File: src/rtl/riscv_seq_multiplier_param_if.sv
// EX-stage request/response bundle between the pipeline and the iterative multiplier.
// The pipeline drives the master side; the multiplier uses the slave side.
interface riscv_seq_multiplier_param_if #(
  parameter int unsigned XLEN = 32
) ();
  logic              start_i;
  logic              kill_i;
  logic              id_a_signed_r;
  logic              id_b_signed_r;
  logic [XLEN-1:0]   id_ra_value_r;
  logic [XLEN-1:0]   id_rb_value_r;
  logic [2*XLEN-1:0] mul_res_r;
  logic              mul_valid_o;
  logic              busy_o;
  logic              ex_stall_mul_w;

  modport master (
    output start_i, kill_i, id_a_signed_r, id_b_signed_r, id_ra_value_r, id_rb_value_r,
    input  mul_res_r, mul_valid_o, busy_o, ex_stall_mul_w
  );

  modport slave (
    input  start_i, kill_i, id_a_signed_r, id_b_signed_r, id_ra_value_r, id_rb_value_r,
    output mul_res_r, mul_valid_o, busy_o, ex_stall_mul_w
  );
endinterface

File: src/rtl/riscv_seq_multiplier_param.sv
// Iterative sign-magnitude multiplier retiring RADIX_BITS multiplier bits per cycle.
// Full 2*XLEN-bit product, optional zero-operand early-out, flush via kill_i.
module riscv_seq_multiplier_param #(
  parameter int unsigned XLEN       = 32,
  parameter int unsigned RADIX_BITS = 2,
  parameter int unsigned EARLY_OUT  = 1
) (
  input logic                         clk_i,
  input logic                         rst_i,
  riscv_seq_multiplier_param_if.slave mul
);
  localparam int unsigned N    = XLEN / RADIX_BITS;
  localparam int unsigned CntW = (N > 1) ? $clog2(N) : 1;
  localparam int unsigned AccW = XLEN + RADIX_BITS;

  typedef enum logic [1:0] {StIdle, StCalc, StFix, StDone} state_e;

  state_e              state_q, state_d;
  logic [2*XLEN-1:0]   prod_q, prod_d;
  logic [XLEN-1:0]     mag_a_q, mag_a_d;
  logic                neg_q, neg_d;
  logic [CntW-1:0]     cnt_q, cnt_d;
  logic [2*XLEN-1:0]   res_q, res_d;

  logic                a_neg, b_neg;
  logic [XLEN-1:0]     mag_a_in, mag_b_in;
  logic                accept, early, last_iter;
  logic [AccW-1:0]     partial, acc_sum;
  logic [2*XLEN+RADIX_BITS-1:0] shifted_full;

  assign a_neg    = mul.id_a_signed_r & mul.id_ra_value_r[XLEN-1];
  assign b_neg    = mul.id_b_signed_r & mul.id_rb_value_r[XLEN-1];
  // Unsigned magnitude: the most negative value maps to 2^(XLEN-1) without overflow.
  assign mag_a_in = a_neg ? -mul.id_ra_value_r : mul.id_ra_value_r;
  assign mag_b_in = b_neg ? -mul.id_rb_value_r : mul.id_rb_value_r;

  assign accept    = (state_q == StIdle) & mul.start_i & ~mul.kill_i;
  assign early     = (EARLY_OUT != 0) &
                     ((mul.id_ra_value_r == '0) | (mul.id_rb_value_r == '0));
  assign last_iter = (cnt_q == CntW'(N - 1));

  // Upper accumulator is widened by RADIX_BITS so the partial-product add never drops a carry.
  assign partial      = {{RADIX_BITS{1'b0}}, mag_a_q} * AccW'(prod_q[RADIX_BITS-1:0]);
  assign acc_sum      = {{RADIX_BITS{1'b0}}, prod_q[2*XLEN-1:XLEN]} + partial;
  assign shifted_full = {acc_sum, prod_q[XLEN-1:0]};

  always_comb begin
    state_d = state_q;
    prod_d  = prod_q;
    mag_a_d = mag_a_q;
    neg_d   = neg_q;
    cnt_d   = cnt_q;
    res_d   = res_q;
    unique case (state_q)
      StIdle: begin
        if (accept) begin
          mag_a_d = mag_a_in;
          neg_d   = a_neg ^ b_neg;
          cnt_d   = '0;
          if (early) begin
            prod_d  = '0;
            state_d = StDone;
          end else begin
            prod_d  = {{XLEN{1'b0}}, mag_b_in};
            state_d = StCalc;
          end
        end
      end
      StCalc: begin
        prod_d = shifted_full[2*XLEN+RADIX_BITS-1:RADIX_BITS];
        cnt_d  = cnt_q + CntW'(1);
        if (last_iter) state_d = StFix;
      end
      StFix: begin
        if (neg_q) prod_d = -prod_q;
        state_d = StDone;
      end
      StDone: begin
        res_d   = prod_q;
        state_d = StIdle;
      end
      default: state_d = StIdle;
    endcase
    // A flush abandons the operation and must never disturb the published result.
    if (mul.kill_i) begin
      state_d = StIdle;
      res_d   = res_q;
    end
  end

  always_ff @(posedge clk_i) begin
    if (rst_i) begin
      state_q <= StIdle;
      prod_q  <= '0;
      mag_a_q <= '0;
      neg_q   <= 1'b0;
      cnt_q   <= '0;
      res_q   <= '0;
    end else begin
      state_q <= state_d;
      prod_q  <= prod_d;
      mag_a_q <= mag_a_d;
      neg_q   <= neg_d;
      cnt_q   <= cnt_d;
      res_q   <= res_d;
    end
  end

  assign mul.mul_res_r      = res_q;
  assign mul.mul_valid_o    = (state_q == StDone) & ~mul.kill_i;
  assign mul.busy_o         = (state_q != StIdle);
  assign mul.ex_stall_mul_w = ~mul.kill_i & (((state_q == StIdle) & mul.start_i) |
                                             (state_q == StCalc) | (state_q == StFix));
endmodule

File: src/flat_wrapper.sv
// flat-port wrapper written by rule: the top's interface ports become plain ports
module riscv_seq_multiplier_param_flat 
#(
  parameter int unsigned XLEN       = 32,
  parameter int unsigned RADIX_BITS = 2,
  parameter int unsigned EARLY_OUT  = 1
)
  (clk_i, rst_i, mul_start_i, mul_kill_i, mul_id_a_signed_r, mul_id_b_signed_r, mul_id_ra_value_r, mul_id_rb_value_r, mul_mul_res_r, mul_mul_valid_o, mul_busy_o, mul_ex_stall_mul_w);
  riscv_seq_multiplier_param_if #(.XLEN(XLEN)) mul_i ();
  input logic clk_i;
  input logic rst_i;
  input wire logic [$bits(mul_i.start_i)-1:0] mul_start_i;
  input wire logic [$bits(mul_i.kill_i)-1:0] mul_kill_i;
  input wire logic [$bits(mul_i.id_a_signed_r)-1:0] mul_id_a_signed_r;
  input wire logic [$bits(mul_i.id_b_signed_r)-1:0] mul_id_b_signed_r;
  input wire logic [$bits(mul_i.id_ra_value_r)-1:0] mul_id_ra_value_r;
  input wire logic [$bits(mul_i.id_rb_value_r)-1:0] mul_id_rb_value_r;
  output wire logic [$bits(mul_i.mul_res_r)-1:0] mul_mul_res_r;
  output wire logic [$bits(mul_i.mul_valid_o)-1:0] mul_mul_valid_o;
  output wire logic [$bits(mul_i.busy_o)-1:0] mul_busy_o;
  output wire logic [$bits(mul_i.ex_stall_mul_w)-1:0] mul_ex_stall_mul_w;
  assign mul_i.start_i = mul_start_i;
  assign mul_i.kill_i = mul_kill_i;
  assign mul_i.id_a_signed_r = mul_id_a_signed_r;
  assign mul_i.id_b_signed_r = mul_id_b_signed_r;
  assign mul_i.id_ra_value_r = mul_id_ra_value_r;
  assign mul_i.id_rb_value_r = mul_id_rb_value_r;
  assign mul_mul_res_r = mul_i.mul_res_r;
  assign mul_mul_valid_o = mul_i.mul_valid_o;
  assign mul_busy_o = mul_i.busy_o;
  assign mul_ex_stall_mul_w = mul_i.ex_stall_mul_w;
  riscv_seq_multiplier_param #(.XLEN(XLEN), .RADIX_BITS(RADIX_BITS), .EARLY_OUT(EARLY_OUT)) u_core (.clk_i(clk_i), .rst_i(rst_i), .mul(mul_i));
endmodule
File: config.mk
export PLATFORM = sky130hd
export DESIGN_NAME = riscv_seq_multiplier_param_flat
export DESIGN_NICKNAME = d
export VERILOG_FILES = /design/src/rtl/riscv_seq_multiplier_param_if.sv /design/src/rtl/riscv_seq_multiplier_param.sv /design/src/flat_wrapper.sv
export SDC_FILE = /design/constraint.sdc
export NUM_CORES = 1
export LEC_CHECK = 0
export CORE_ASPECT_RATIO = 1.1
export CORE_MARGIN = 3
export CORE_UTILIZATION = 45
export DETAILED_ROUTE_END_ITERATION = 12
export HOLD_SLACK_MARGIN = 0.06
export PLACE_DENSITY = 0.66
export SLEW_MARGIN = 20
export SYNTH_ARGS = -nofsm -noshare
export SYNTH_HDL_FRONTEND = slang
export SYNTH_SLANG_ARGS = --single-unit
export TNS_END_PERCENT = 50
File: constraint.sdc
create_clock -name clk_i -period 3.9 [get_ports clk_i]
set_input_delay 0.78 -clock clk_i [delete_from_list [all_inputs] [get_ports clk_i]]
set_output_delay 0.78 -clock clk_i [all_outputs]
set_load 0.1 [all_outputs]
## Word-level counts from Yosys, hierarchy flattened

Index checks and enable logic that the tools add are counted.

| cells by class | value |
|---|---|
| $add $sub $neg | 5 |
| $mul | 1 |
| equal/unequal tests | 7 |
| multiplexer cells | 12 |
| bitwise logic cells | 11 |
| reductions and logical operators | 12 |

Operator list:

| cell | number |
|---|---|
| $pmux 64 s3 | 1 |
| $mux 64 | 2 |
| $mux 32 | 3 |
| $logic_not 32->1 | 2 |
| $neg 32->32 | 2 |
| $neg 64->64 | 1 |
| $add 32x34->34 | 1 |
| $mul 32x2->34 | 1 |
| $pmux 2 s4 | 1 |
| $pmux 4 s2 | 1 |
| $reduce_and 2->1 | 4 |
| $and 1x1->1 | 6 |
| $mux 2 | 3 |
| $ne 2x1->1 const B | 3 |
| $add 4x1->4 const B | 1 |
| $eq 2x2->1 const B | 2 |
| $eq 4x4->1 const B | 1 |
| $mux 4 | 1 |
| $reduce_bool 2->1 | 2 |
| $or 1x1->1 | 3 |
| $reduce_and 3->1 | 1 |
| $reduce_bool 3->1 | 1 |
| $eq 2x1->1 const B | 1 |
| $logic_not 2->1 | 1 |
| 3 further kinds | 3 |

| storage, ports and cells | value |
|---|---|
| register bits | 167 |
| input port bits | 70 |
| output and inout bits | 67 |
| word-level logic and storage cells | 54 |

## Longest topological paths before layout

| depth | value |
|---|---|
| word-level depth | 5 |
| gate-level depth with buffers | 17 |
| mapped depth without buffers | 15 |

## Least setup slack after synthesis

No wires, ideal clock.

| timing | value |
|---|---|
| path kind | register to register |
| start | register u_core.prod_q[1] |
| end | register u_core.prod_q[58] |
| library setup time | 0.074 ns |
| data arrival time | 3.548 ns |
| required time | 3.826 ns |
| path slack | 0.277 ns |
| stages on the path, launching flop included | 17 |
| path buffers | 3 |
| clock period less this slack | 3.623 ns |
| cells stage by stage | dfxtp_1 clkbuf_1 clkbuf_1 nand2_1 fa_1 inv_1 ha_1 clkbuf_1 nand3_1 nor4_1 nand3_1 a211oi_1 nor3_1 o41ai_1 xor2_1 nand2_1 a31oi_1 |

| between the ends | value |
|---|---|
| longest elaborated chain between the ends | 3 |
| elaborated cells between the ends (all ways) | 5 |
| those cells by class | add/sub: 2; mul: 1; mux: 2 |

Ends and longest elaborated chain:

| what | RTL line | source |
|---|---|---|
| start, declared | riscv_seq_multiplier_param.sv:19 | `logic [2*XLEN-1:0] prod_q, prod_d;` |
| start signal, assigned | riscv_seq_multiplier_param.sv:101 | `prod_q <= prod_d;` |
| $mul 32x2->34 or $neg 64->64 (tied branches) | riscv_seq_multiplier_param.sv:43, riscv_seq_multiplier_param.sv:75 |  |
| $add 32x34->34 or $mux 64 (tied branches) | riscv_seq_multiplier_param.sv:44, riscv_seq_multiplier_param.sv:75 |  |
| $pmux 64 s3 * | riscv_seq_multiplier_param.sv:54 | `unique case (state_q)` |

Every way passes the cells marked *; elsewhere a longest branch is shown, timed or not. The select of a mux whose other input is x is not followed.
A chain may end at the register's enable or synchronous reset.

## Final worst setup path

| timing | value |
|---|---|
| start | register u_core.prod_q[0] |
| end | register u_core.prod_q[61] |

The elaborated chain is that of the path after synthesis.

==> run_results.csv <==
group,metric,value,unit
grt,globalRoute.totalOverflow,0,
cells_and_area,finish.net_count,1937,
worst_setup_path,startpoint_kind_of_the_worst_setup_timing_path,"flop",
worst_setup_path,crit_arrival,3.97,ns
clock_network,cts.htree.levels,4,
worst_setup_path,timing.critical_path.max_delay_family,"compound AO/OA/AOI/OAI gates",
worst_setup_path,critPathBufInv,3,
placed_design,gp_congestion,0.901,
power,pwr-share-seq,43.1,%
cells_and_area,fin_util,55.9,%
placed_design,placed_area,14100,um2
detailed_routing,detailedRoute.firstIterationViolations,952,
power,switching_power,1.29,mW
power,combinational_power_share,18.0,%
grt,grt_antenna_before_repair,0,
clock_network,clk_pin_slew,0.07,ns
yosys,syn-num-nets,1792,
grt,pin_count_of_the_biggest_net_entering_global_routing,98,
status,outcome,"completed",
detailed_routing,totalWireLength,37300,um
grt,grt_first_pass_wirelength,60000,um
detailed_routing,drt.antenna.violating_nets,0,
sta,slew_headroom,29.6,%
placed_design,numPlacedInstances,2126,
yosys,synth_enable_flop_cells,0,
placed_design,port-buffer-count,136,
floorplan,io-pin-count,137,
worst_setup_path,critPathMaxFanout,18,
yosys,async_reset_ff_share,0,%
clock_network,tritoncts,"done",
cells_and_area,layout-drive-gt1-share,9.03,%
clock_network,cts_num_sinks,167,
detailed_routing,first_pass_iters,6,
sta,fin_crit,3.68,ns
floorplan,placementRows,62,
power,post-layout-total-power,4.26,mW
clock_network,post_cts_buffers,0,
grt,grtUsageTotal,25.7,%
floorplan,die_area,28800,um2
worst_setup_path,critPathKind,"flop to flop",
power,power.density_cell_area,291,nW/um2
sta,rsz0062_at_grt,"no",
sta,setup_violations,0,
floorplan,floorplan.die.height,178,um
yosys,postSynthCellCount,1648,
worst_setup_path,crit_required,4.19,ns
cells_and_area,stdcell_area,14700,um2
detailed_routing,drcViolationCount,0,
grt,grt_pass1_vias,11600,
worst_setup_path,worst_path_max_delay_cell,"a2111oi_1",
cells_and_area,post_layout_nonfiller_instances,2158,
clock_network,root_buffer,"clkbuf_16",
yosys,syn-cell-area,12000,um2
sta,report.final.slew_viol_count,0,
yosys,synth-seq-cells,167,
floorplan,fp.coreArea,26200,um2
sta,max_slew.worst_pin.slew,1.06,ns
yosys,postSynth.topFlopCell,"dfxtp_1",
floorplan,start_util,45.9,%
worst_hold_path,hp-class,"flop to flop",
job,cap_violations,0,
sta,final.setup_skew,0.00818,ns
yosys,ys_warn_count,0,
yosys,post_synth.cell_area_avg,7.31,um2
clock_network,insertion_delay,0.44,ns
power,leakage,5.72,nW
placed_design,hpwlAfterDp,28300,um
sta,period_share,94.3,%
sta,timing.setup.tns,0,ns
power,cellInternalPower,2.98,mW
power,sw_frac_of_total,30.2,%
worst_setup_path,crit_end_element,"flop",
power,p_clk_share,38.9,%
detailed_routing,route.detailed.vias_per_inst,5.63,
detailed_routing,count_of_vias_placed_by_the_detailed_router,12100,
yosys,yosysSeqAreaShare,27.8,%
worst_setup_path,path_cells,"buf_12 -> nand2_1 -> fa_1 -> inv_1 -> ha_1 -> inv_1 -> fa_1 -> nor2b_1 -> o31a_1 -> o2111ai_1 -> nand2_1 -> a2111oi_1 -> o211a_1 -> a31oi_1 -> xnor2_1 -> o221ai_1",
cells_and_area,num_antenna_cells,0,
cells_and_area,area_growth_syn_to_layout,21.8,%
yosys,synth_cell_type_count,73,
sta,fmaxAchievable,0.272,GHz
clock_network,cts-root-to-sink-buffers,2,
worst_setup_path,cp_slowest_stage_delay,0.54,ns
clock_network,cts_inserted_buffers,17,
floorplan,die-width,162,um
detailed_routing,average_wire_per_cell_in_the_routed_design,17.3,um
sta,timing.final.hold_violations,0,
power,worst_vdd_rail_ir_drop,229,uV
-- metrics by stage --
step                worst slack (ns)  hold slack (ns)
global route                0.000165            0.470
global placement               0.111            0.444
floorplan                      0.277            0.432
finish                         0.221            0.453
detailed placement            0.0393            0.446
CTS                            0.105            0.455
-- layer usage --
layer / global-route usage (%) / share of wire [%]
met5: 0 / 0
met4: 7.15 / 1.7
met3: 3.94 / 6.0
met2: 43.1 / 47
met1: 34.5 / 46
-- synth_stat cells, types with 8 or more instances --
| library cell | instances | area (um2) |
|---|---|---|
| nand2b_1 | 11 | 68.8 |
| clkbuf_1 | 80 | 300 |
| or3_1 | 15 | 93.8 |
| a21oi_1 | 160 | 801 |
| inv_1 | 118 | 443 |
| or2_2 | 9 | 56.3 |
| o31ai_1 | 13 | 97.6 |
| nor4_1 | 23 | 144 |
| a31oi_1 | 14 | 87.6 |
| a221oi_1 | 11 | 96.3 |
| a21o_1 | 15 | 113 |
| nor2_1 | 158 | 593 |
| o21ai_0 | 93 | 465 |
| buf_1 | 8 | 30.0 |
| nor3_1 | 47 | 235 |
| a32oi_1 | 11 | 96.3 |
| nand4_1 | 9 | 56.3 |
| nand2_1 | 284 | 1070 |
| xor2_1 | 49 | 429 |
| fa_1 | 32 | 641 |
| a222oi_1 | 9 | 90.1 |
| nor2b_1 | 10 | 62.6 |
| a22oi_1 | 15 | 113 |
| ha_1 | 42 | 526 |
| o22ai_1 | 14 | 87.6 |
| nand3_1 | 23 | 115 |
| and2_1 | 14 | 87.6 |
| dfxtp_1 | 167 | 3340 |
| a211oi_1 | 37 | 278 |
| xnor2_1 | 42 | 368 |
| or4_1 | 9 | 67.6 |
-- cell usage in the layout (no fill, tap or decap), drive strengths merged, types with 9 or more instances in the layout --
cell type	instances
nand2	284
dfxtp	167
a21oi	160
nor2	158
clkdlybuf4s50	132
inv	122
buf	101
o21ai	98
xor2	49
nor3	49
xnor2	42
ha	42
a211oi	37
fa	32
nor4	25
nand3	24
or3	19
clkbuf	18
a22oi	15
a21o	15
and2	14
o22ai	14
a31oi	14
o31ai	13
or4	13
nand2b	12
a32oi	11
a221oi	11
or2	11
nor2b	10
a222oi	9
nand4	9
-- worst paths after layout --
kind | from | end | slack [ns] | cells past startpoint
hold / removal | u_core.mul.mul_res_r[49] | u_core.mul.mul_res_r[49] | 0.45 | 2
setup / recovery | u_core.prod_q[0] | u_core.prod_q[61] | 0.22 | 16
setup reg to reg | u_core.prod_q[0] | u_core.prod_q[61] | 0.22 | 16
hold reg to reg | u_core.mul.mul_res_r[49] | u_core.mul.mul_res_r[49] | 0.45 | 2
-- cell families (layout without fill, tap and decap cells) --
logic type	Yosys count	in the layout	share of synthesized area, %
fa+ha+maj	74	74	9.68
compound gates	442	442	22.7
simple gates	646	646	24.8
mux	3	3	0.249
xor+xnor	91	91	6.62
flops	167	167	27.8
buf+inv	225	383	8.14
-- power by group through the flow --
stage               Combinational [mW]  Clock [mW]  Sequential, mW
finish                           0.767        1.66            1.84
global route                     0.846        1.75            1.85
CTS                              0.761        1.68            1.84
detailed placement               0.755           0            1.87
global placement                 0.746           0            1.87
floorplan                        0.507           0            1.84
-- registers in the layout, summed over array words and instances (netlist names) --
register,cells
u_core.cnt_q,4
u_core.mag_a_q,32
u_core.mul.mul_res_r,64
u_core.neg_q,1
u_core.prod_q,64
u_core.state_q,2
-- worst register-to-register path: stages (launching register included) --
cell,delay [ns]
dfxtp_1,0.39
buf_12,0.17
nand2_1,0.10
fa_1,0.48
inv_1,0.04
ha_1,0.21
inv_1,0.07
fa_1,0.17
nor2b_1,0.07
o31a_1,0.26
o2111ai_1,0.18
nand2_1,0.15
a2111oi_1,0.54
o211a_1,0.30
a31oi_1,0.11
xnor2_1,0.15
o221ai_1,0.12
-- layout make-up --
type                            count  area, um2
Inverter                          118        443
Sequential cell                   167       3340
Multi-Input combinational cell   1256       7750
Timing Repair Buffer              233       2130
Clock inverter                     14        124
Clock buffer                       18        439
Tap cell                          352        440
Fill cell                        2620      11600
-- timing repair --
item,4_1_cts,5_1_grt
hold buffers,0,0
gates resized for setup,0,1
endpoints found under the hold margin,0,0
endpoints found under the setup margin,0,2
(Power assumes the default switching activity.)
